**config.mk**
```make
export PLATFORM = sky130hd
export DESIGN_NAME = vga_region_scanner
export DESIGN_NICKNAME = d
export VERILOG_FILES = /design/src/rtl/vga_region_scanner.sv
export SDC_FILE = /design/constraint.sdc
export NUM_CORES = 1
export LEC_CHECK = 0
export ABC_AREA = 1
export CORE_UTILIZATION = 35
export CTS_CLUSTER_SIZE = 30
export DETAILED_ROUTE_END_ITERATION = 12
export PLACE_DENSITY_LB_ADDON = 0.12
export SETUP_SLACK_MARGIN = 0.2
export SYNTH_ARGS = -nofsm -noshare
export SYNTH_HDL_FRONTEND = slang
export SYNTH_SLANG_ARGS = --single-unit
```
**constraint.sdc**
```tcl
create_clock -name iVGA_CLK -period 4.9 [get_ports iVGA_CLK]
set_input_delay 0.98 -clock iVGA_CLK [delete_from_list [all_inputs] [get_ports iVGA_CLK]]
set_output_delay 0.98 -clock iVGA_CLK [all_outputs]
set_load 0.01 [all_outputs]
```
**src/rtl/vga_region_scanner.sv**
```systemverilog
// VGA timing generator with double-buffered rectangular region windows.
// Define VGA_REGION_MIRROR_EN to build per-region horizontal mirroring.
module vga_region_scanner #(
  parameter int H_ACTIVE    = 640,
  parameter int H_FP        = 16,
  parameter int H_SYNC      = 96,
  parameter int H_BP        = 48,
  parameter int V_ACTIVE    = 480,
  parameter int V_FP        = 10,
  parameter int V_SYNC      = 2,
  parameter int V_BP        = 33,
  parameter int NUM_REGIONS = 4,
  parameter int COL_W       = 10,
  parameter int ROW_W       = 9,
  parameter int ADDR_W      = 19
) (
  input  logic                   iVGA_CLK,
  input  logic                   iRST_n,
  output logic                   oHS,
  output logic                   oVS,
  output logic                   oBLANK_n,
  output logic [ROW_W-1:0]       row,
  output logic [COL_W-1:0]       col,
  output logic                   frame_tick,
  output logic [NUM_REGIONS-1:0] region_hit,
  output logic                   region_any,
  output logic [3:0]             region_sel,
  output logic [ADDR_W-1:0]      region_addr,
  input  logic                   cfg_valid,
  output logic                   cfg_ready,
  input  logic [3:0]             cfg_idx,
  input  logic [COL_W-1:0]       cfg_x0,
  input  logic [ROW_W-1:0]       cfg_y0,
  input  logic [COL_W-1:0]       cfg_w,
  input  logic [ROW_W-1:0]       cfg_h,
  input  logic                   cfg_mirror
);

  localparam int H_TOTAL = H_ACTIVE + H_FP + H_SYNC + H_BP;
  localparam int V_TOTAL = V_ACTIVE + V_FP + V_SYNC + V_BP;
  localparam int HW = $clog2(H_TOTAL + 1);
  localparam int VW = $clog2(V_TOTAL + 1);

  localparam logic [HW-1:0] H_ACT  = HW'(H_ACTIVE);
  localparam logic [HW-1:0] HS_B   = HW'(H_ACTIVE + H_FP);
  localparam logic [HW-1:0] HS_E   = HW'(H_ACTIVE + H_FP + H_SYNC);
  localparam logic [HW-1:0] H_LAST = HW'(H_TOTAL - 1);
  localparam logic [VW-1:0] V_ACT  = VW'(V_ACTIVE);
  localparam logic [VW-1:0] VS_B   = VW'(V_ACTIVE + V_FP);
  localparam logic [VW-1:0] VS_E   = VW'(V_ACTIVE + V_FP + V_SYNC);
  localparam logic [VW-1:0] V_LAST = VW'(V_TOTAL - 1);

  typedef struct packed {
    logic [COL_W-1:0] x0;
    logic [ROW_W-1:0] y0;
    logic [COL_W-1:0] w;
    logic [ROW_W-1:0] h;
`ifdef VGA_REGION_MIRROR_EN
    logic             mir;
`endif
  } rgn_t;

  logic [HW-1:0]          hcnt_q, hcnt_d;
  logic [VW-1:0]          vcnt_q, vcnt_d;
  rgn_t                   shd_q [NUM_REGIONS];
  rgn_t                   act_q [NUM_REGIONS];
  logic [ADDR_W-1:0]      lb_q  [NUM_REGIONS];

  logic                   hs_q, vs_q, blank_q;
  logic [ROW_W-1:0]       row_q;
  logic [COL_W-1:0]       col_q;
  logic                   tick_q, rdy_q, any_q;
  logic [NUM_REGIONS-1:0] hit_q;
  logic [3:0]             sel_q;
  logic [ADDR_W-1:0]      addr_q;

  logic                   h_last, v_last;
  logic                   vrow, vis, tick_c;
  logic [ROW_W-1:0]       rv;
  logic [COL_W-1:0]       col_c;
  logic [NUM_REGIONS-1:0] rin, hit_c;
  logic [COL_W-1:0]       off_c  [NUM_REGIONS];
  logic [ADDR_W-1:0]      addr_c [NUM_REGIONS];
  logic [3:0]             sel_d;
  logic [ADDR_W-1:0]      addr_d;
  rgn_t                   wr_d;

  always_comb begin
    wr_d.x0 = cfg_x0;
    wr_d.y0 = cfg_y0;
    wr_d.w  = cfg_w;
    wr_d.h  = cfg_h;
`ifdef VGA_REGION_MIRROR_EN
    wr_d.mir = cfg_mirror;
`endif
  end

`ifndef VGA_REGION_MIRROR_EN
  logic unused_cfg_mirror;
  assign unused_cfg_mirror = cfg_mirror;
`endif

  always_comb begin
    h_last = hcnt_q == H_LAST;
    v_last = vcnt_q == V_LAST;
    hcnt_d = h_last ? '0 : hcnt_q + 1'b1;
    vcnt_d = vcnt_q;
    if (h_last) vcnt_d = v_last ? '0 : vcnt_q + 1'b1;
    vrow   = vcnt_q < V_ACT;
    vis    = vrow && (hcnt_q < H_ACT);
    rv     = ROW_W'(vcnt_q);
    col_c  = vis ? COL_W'(hcnt_q) : '0;
    tick_c = (hcnt_q == '0) && (vcnt_q == V_ACT);
  end

  // Line base holds (row-y0)*w; only the in-row offset is added here.
  always_comb begin
    for (int i = 0; i < NUM_REGIONS; i++) begin
      rin[i] = (act_q[i].w != '0) && (act_q[i].h != '0) && vrow
        && ({1'b0, rv} >= {1'b0, act_q[i].y0})
        && ({1'b0, rv} < {1'b0, act_q[i].y0} + {1'b0, act_q[i].h});
      hit_c[i] = rin[i] && vis
        && ({1'b0, col_c} >= {1'b0, act_q[i].x0})
        && ({1'b0, col_c} < {1'b0, act_q[i].x0} + {1'b0, act_q[i].w});
      off_c[i] = col_c - act_q[i].x0;
`ifdef VGA_REGION_MIRROR_EN
      if (act_q[i].mir) off_c[i] = act_q[i].w - COL_W'(1) - off_c[i];
`endif
      addr_c[i] = lb_q[i] + ADDR_W'(off_c[i]);
    end
    sel_d  = '0;
    addr_d = '0;
    for (int i = NUM_REGIONS - 1; i >= 0; i--) begin
      if (hit_c[i]) begin
        sel_d  = 4'(i);
        addr_d = addr_c[i];
      end
    end
  end

  always_ff @(posedge iVGA_CLK or negedge iRST_n) begin
    if (!iRST_n) begin
      hcnt_q  <= '0;
      vcnt_q  <= '0;
      hs_q    <= 1'b1;
      vs_q    <= 1'b1;
      blank_q <= 1'b0;
      row_q   <= '0;
      col_q   <= '0;
      tick_q  <= 1'b0;
      rdy_q   <= 1'b0;
      hit_q   <= '0;
      any_q   <= 1'b0;
      sel_q   <= '0;
      addr_q  <= '0;
      for (int i = 0; i < NUM_REGIONS; i++) begin
        shd_q[i] <= '0;
        act_q[i] <= '0;
        lb_q[i]  <= '0;
      end
    end else begin
      hcnt_q  <= hcnt_d;
      vcnt_q  <= vcnt_d;
      hs_q    <= !((hcnt_q >= HS_B) && (hcnt_q < HS_E));
      vs_q    <= !((vcnt_q >= VS_B) && (vcnt_q < VS_E));
      blank_q <= vis;
      row_q   <= vis ? rv : '0;
      col_q   <= col_c;
      tick_q  <= tick_c;
      rdy_q   <= !tick_c;
      hit_q   <= hit_c;
      any_q   <= |hit_c;
      sel_q   <= sel_d;
      addr_q  <= addr_d;
      for (int i = 0; i < NUM_REGIONS; i++) begin
        if (h_last) begin
          if (v_last) lb_q[i] <= '0;
          else if (rin[i]) lb_q[i] <= lb_q[i] + ADDR_W'(act_q[i].w);
        end
        // Commit happens while cfg_ready is low, so no write races it.
        if (tick_q) act_q[i] <= shd_q[i];
        if (cfg_valid && rdy_q && (cfg_idx == 4'(i))) shd_q[i] <= wr_d;
      end
    end
  end

  assign oHS         = hs_q;
  assign oVS         = vs_q;
  assign oBLANK_n    = blank_q;
  assign row         = row_q;
  assign col         = col_q;
  assign frame_tick  = tick_q;
  assign cfg_ready   = rdy_q;
  assign region_hit  = hit_q;
  assign region_any  = any_q;
  assign region_sel  = sel_q;
  assign region_addr = addr_q;

endmodule

```
==> impl_metrics.ini <==
[critical_path]
cp.required_ps = 5400
ff2ff_setup_slack_ps = 530
crit_type = reg -> reg
reg2reg_to = region_addr[6]
critical_path.endpoint_type = flop
crit_buf_inv = 1
rr_worst_depth = 20
cp_max_fo = 16
crit_start = act_q[95]
cp_common_cell = nand2_1
endpoint = region_addr[6]
cp_data_arrival_time_ps = 4880
crit_path_top_delay_cell = dfrtp_1
crit_family = compound AO/OA/AOI/OAI gates
path_cells = ha_1, fa_1, a21oi_1, o21bai_1, a21oi_1, o21bai_1, a21o_1, a21oi_1, xor2_1, ha_1, nand2_1, nand2_1, nand2_1, nand3_1, a21oi_4, nand2_2, inv_2, nand2_1, nand3_1, nand2_1
crit_path_start_kind = flop
cp.depth = 20
slowest_delay_ps = 430
worstReg2RegStart = act_q[95]

[die]
die_area_mm2 = 0.0857
ios = 98
fp.dieW_um = 293
row_count = 106
core_area_mm2 = 0.0837
die_y_um = 293
initial_core_util_pct = 35.4

[drt]
vias_per_cell = 4.86
vias = 24509
drtPass1Iterations = 7
drc = 0
wl_per_cell_um = 17.8
drt_iter0_drc = 1322
drt-total-wl_mm = 89.9
ant_nets = 0

[timing]
fin_skew_ps = 24.4
fmax_ghz = 0.229
final-max-slew-violation-count = 0
worst_pin_slew_ps = 896
slew_headroom_pct = 40.3
period_minus_slack_ps = 4370
post-route-period-util_pct = 89.3
finalHoldViolCount = 0
tns_ps = 0
rsz0062_at_grt = false
setup_violations = 0

[placed_design]
portBuffers = 94
gp_congestion = 0.893
placed_area_mm2 = 0.0320
dpl.hpwl_mm = 70.2
dp.cells = 4931

[grt]
grt_pass1_wl_mm = 139
grt_use_total_pct = 21.2
antenna_found_initial = 0
grt_overflow_total = 0
grt_pass1_vias = 23494
grt_max_degree = 204

[logic_synthesis]
async_flop_share_pct = 100
yosys.area.top_type_share_pct = 37.9
syn_area_mm2 = 0.0296
syn_area_per_cell_um2 = 7.90
yosys-top-cells-count = nand2_1 (932), inv_1 (468), dfrtp_1 (448)
syn_inst = 3749
ys_seq_area_share_pct = 38.0
ys_warn_count = 0
synth-edff-count = 0
yosysMostFrequentCell = nand2_1
synth_cell_types = 64
synth_area_leaders = dfrtp_1 (38%), ha_1 (12%), nand2_1 (12%), o21ai_0 (6.9%), inv_1 (5.9%)
synth_area_leader_cell = dfrtp_1
ys_seq_elements = 450
synth_ff_type = dfrtp_1

[clock_network]
ctsRootBufferMaster = clkbuf_16
cts_buffer_depth = 3
path_clk_slew_ps = 60
numCtsBuffers = 56
clock-sinks = 450
clkLatencyLatePin_ps = 640
htreeDepth = 2
cts_tree = built

[power_and_ir_drop]
power.share.sequential_pct = 46.4
leakage_uw = 0.0170
p_sw_share_pct = 24.2
p_clk_share_pct = 49.3
powerDensity_mw_per_mm2 = 260
p_int_uw = 6720
combPwrFrac_pct = 4.3
p_sw_uw = 2140
irDropWorstVdd_mv = 0.289

[final_layout]
multiInputGateArea_mm2 = 0.0162
fin_util_pct = 40.7
seqCellArea_mm2 = 0.0113
nets = 4218
syn2layout_area_growth_pct = 15.2
drive_gt1_share_pct = 6.22
n_fill_cell = 8785
finalNonFillerCells = 5038
n_antenna_cell = 0
finish.instance_area_mm2 = 0.0341

[flow_run]
cap_violations = 0

[status]
status = finished, final reports clean

[hold_path]
hp-class = in -> async
-- kinds of logic after synthesis --
| logic type | after synthesis | share of synthesized area (%) |
|---|---|---|
| flip-flops | 450 | 38.0 |
| AO/OA/AOI/OAI | 745 | 13.7 |
| adder cells (fa/ha/maj) | 310 | 13.6 |
| XOR/XNOR | 167 | 4.94 |
| multiplexers | 25 | 0.951 |
| AND/OR/NAND/NOR | 1478 | 21.2 |
| buffers and inverters | 573 | 7.50 |
| other | 1 | 0.0127 |
-- per-layer routing --
layer / up-vias / track usage, % / routed length [um]
li1: 12653 / - / -
met5: - / 0 / 0
met3: 103 / 2.37 / 2960
met4: 0 / 5.62 / 2150
met2: 373 / 34.8 / 41700
met1: 11380 / 29.4 / 43000
-- timing repair --
item / CTS / global route
setup endpoints to repair: 1 / 12
pin swaps: 0 / 4
buffers inserted: 0 / 7
resized for setup: 1 / 31
gates cloned: 0 / 0
hold buffers: 0 / 0
-- cells in the final DEF, fill, tap and decap left out, drive strengths merged, types with 3 or more instances in the layout --
cell type      synthesis  routed
nor2                 196     196
nand4                 60      60
fa                    20      20
o21ai                410     410
or2                    9       9
inv                  475     476
nor4                  20      20
a21oi                217     217
xnor2                 40      40
dfrtp                448     448
nand3b                19      19
o21a                   6       6
clkdlybuf4s50          0      93
a21boi                11      11
a31oi                 17      17
o211ai                 3       3
bufinv                 0       6
mux2                  25      25
nand2                942     942
a21o                  16      16
o2111ai                8       8
o21bai                17      17
and2                   3       3
a211oi                 8       8
nor3b                  6       6
ha                   290     290
clkinvlp               0       4
clkinv                 1      16
xor2                 127     127
o31ai                 12      12
nor3                  47      47
nand3                175     175
clkbuf                71      74
a22oi                  3       3
a221oi                 3       3
buf                   26      58
-- power groups by stage --
stage               combinational, uW  sequential (uW)  clock [uW]
global route                      459             4140        4630
global placement                  391             4170           0
detailed placement                401             4170           0
floorplan                         202             4130           0
finish                            384             4110        4370
CTS                               402             4110        4490
-- registers in the layout, indices dropped and copies added, names as in the netlist --
signal       flops
oHS              1
region_sel       2
region_hit       4
row              9
col             10
frame_tick       1
act_q          152
region_addr     19
cfg_ready        1
shd_q          152
oVS              1
lb_q            76
hcnt_q          10
oBLANK_n         1
region_any       1
vcnt_q          10
-- through the flow --
stage               total power [uW]  hold slack, ps  setup slack, ps
floorplan                       4340             448              365
global placement                4560             460              174
detailed placement              4570             464              177
CTS                             9000             402              231
global route                    9230             423              195
finish                          8860             378              526
-- how the worst min path moves through the flow --
stage | start | to | cells past startpoint
after floorplan | shd_q[0] | shd_q[0] | 2
after global placement | shd_q[62] | act_q[62] | 2
after detailed placement | shd_q[79] | act_q[79] | 2
after CTS | iRST_n | lb_q[36] | 1
after global routing | iRST_n | lb_q[36] | 1
final | iRST_n | lb_q[36] | 1
-- worst reg2reg max path: stages (launching register included) --
cell and delay, ps:
dfrtp_1 430, ha_1 250, fa_1 420, a21oi_1 160, o21bai_1 110, a21oi_1 190, o21bai_1 120, a21o_1 180
a21oi_1 150, xor2_1 170, ha_1 240, nand2_1 70, nand2_1 40, nand2_1 160, nand3_1 150, a21oi_4 370
nand2_2 340, inv_2 350, nand2_1 100, nand3_1 140, nand2_1 100
-- area by class of cell --
| class | instances | area share, % |
|---|---|---|
| Timing Repair Buffer | 151 | 4.27 |
| Inverter | 476 | 5.25 |
| Clock buffer | 74 | 4.67 |
| Clock inverter | 26 | 1.01 |
| Tap cell | 1134 | 4.16 |
| Multi-Input combinational cell | 2727 | 47.6 |
| Sequential cell | 450 | 33.1 |
Note: power is estimated with default switching activity, not from simulation.
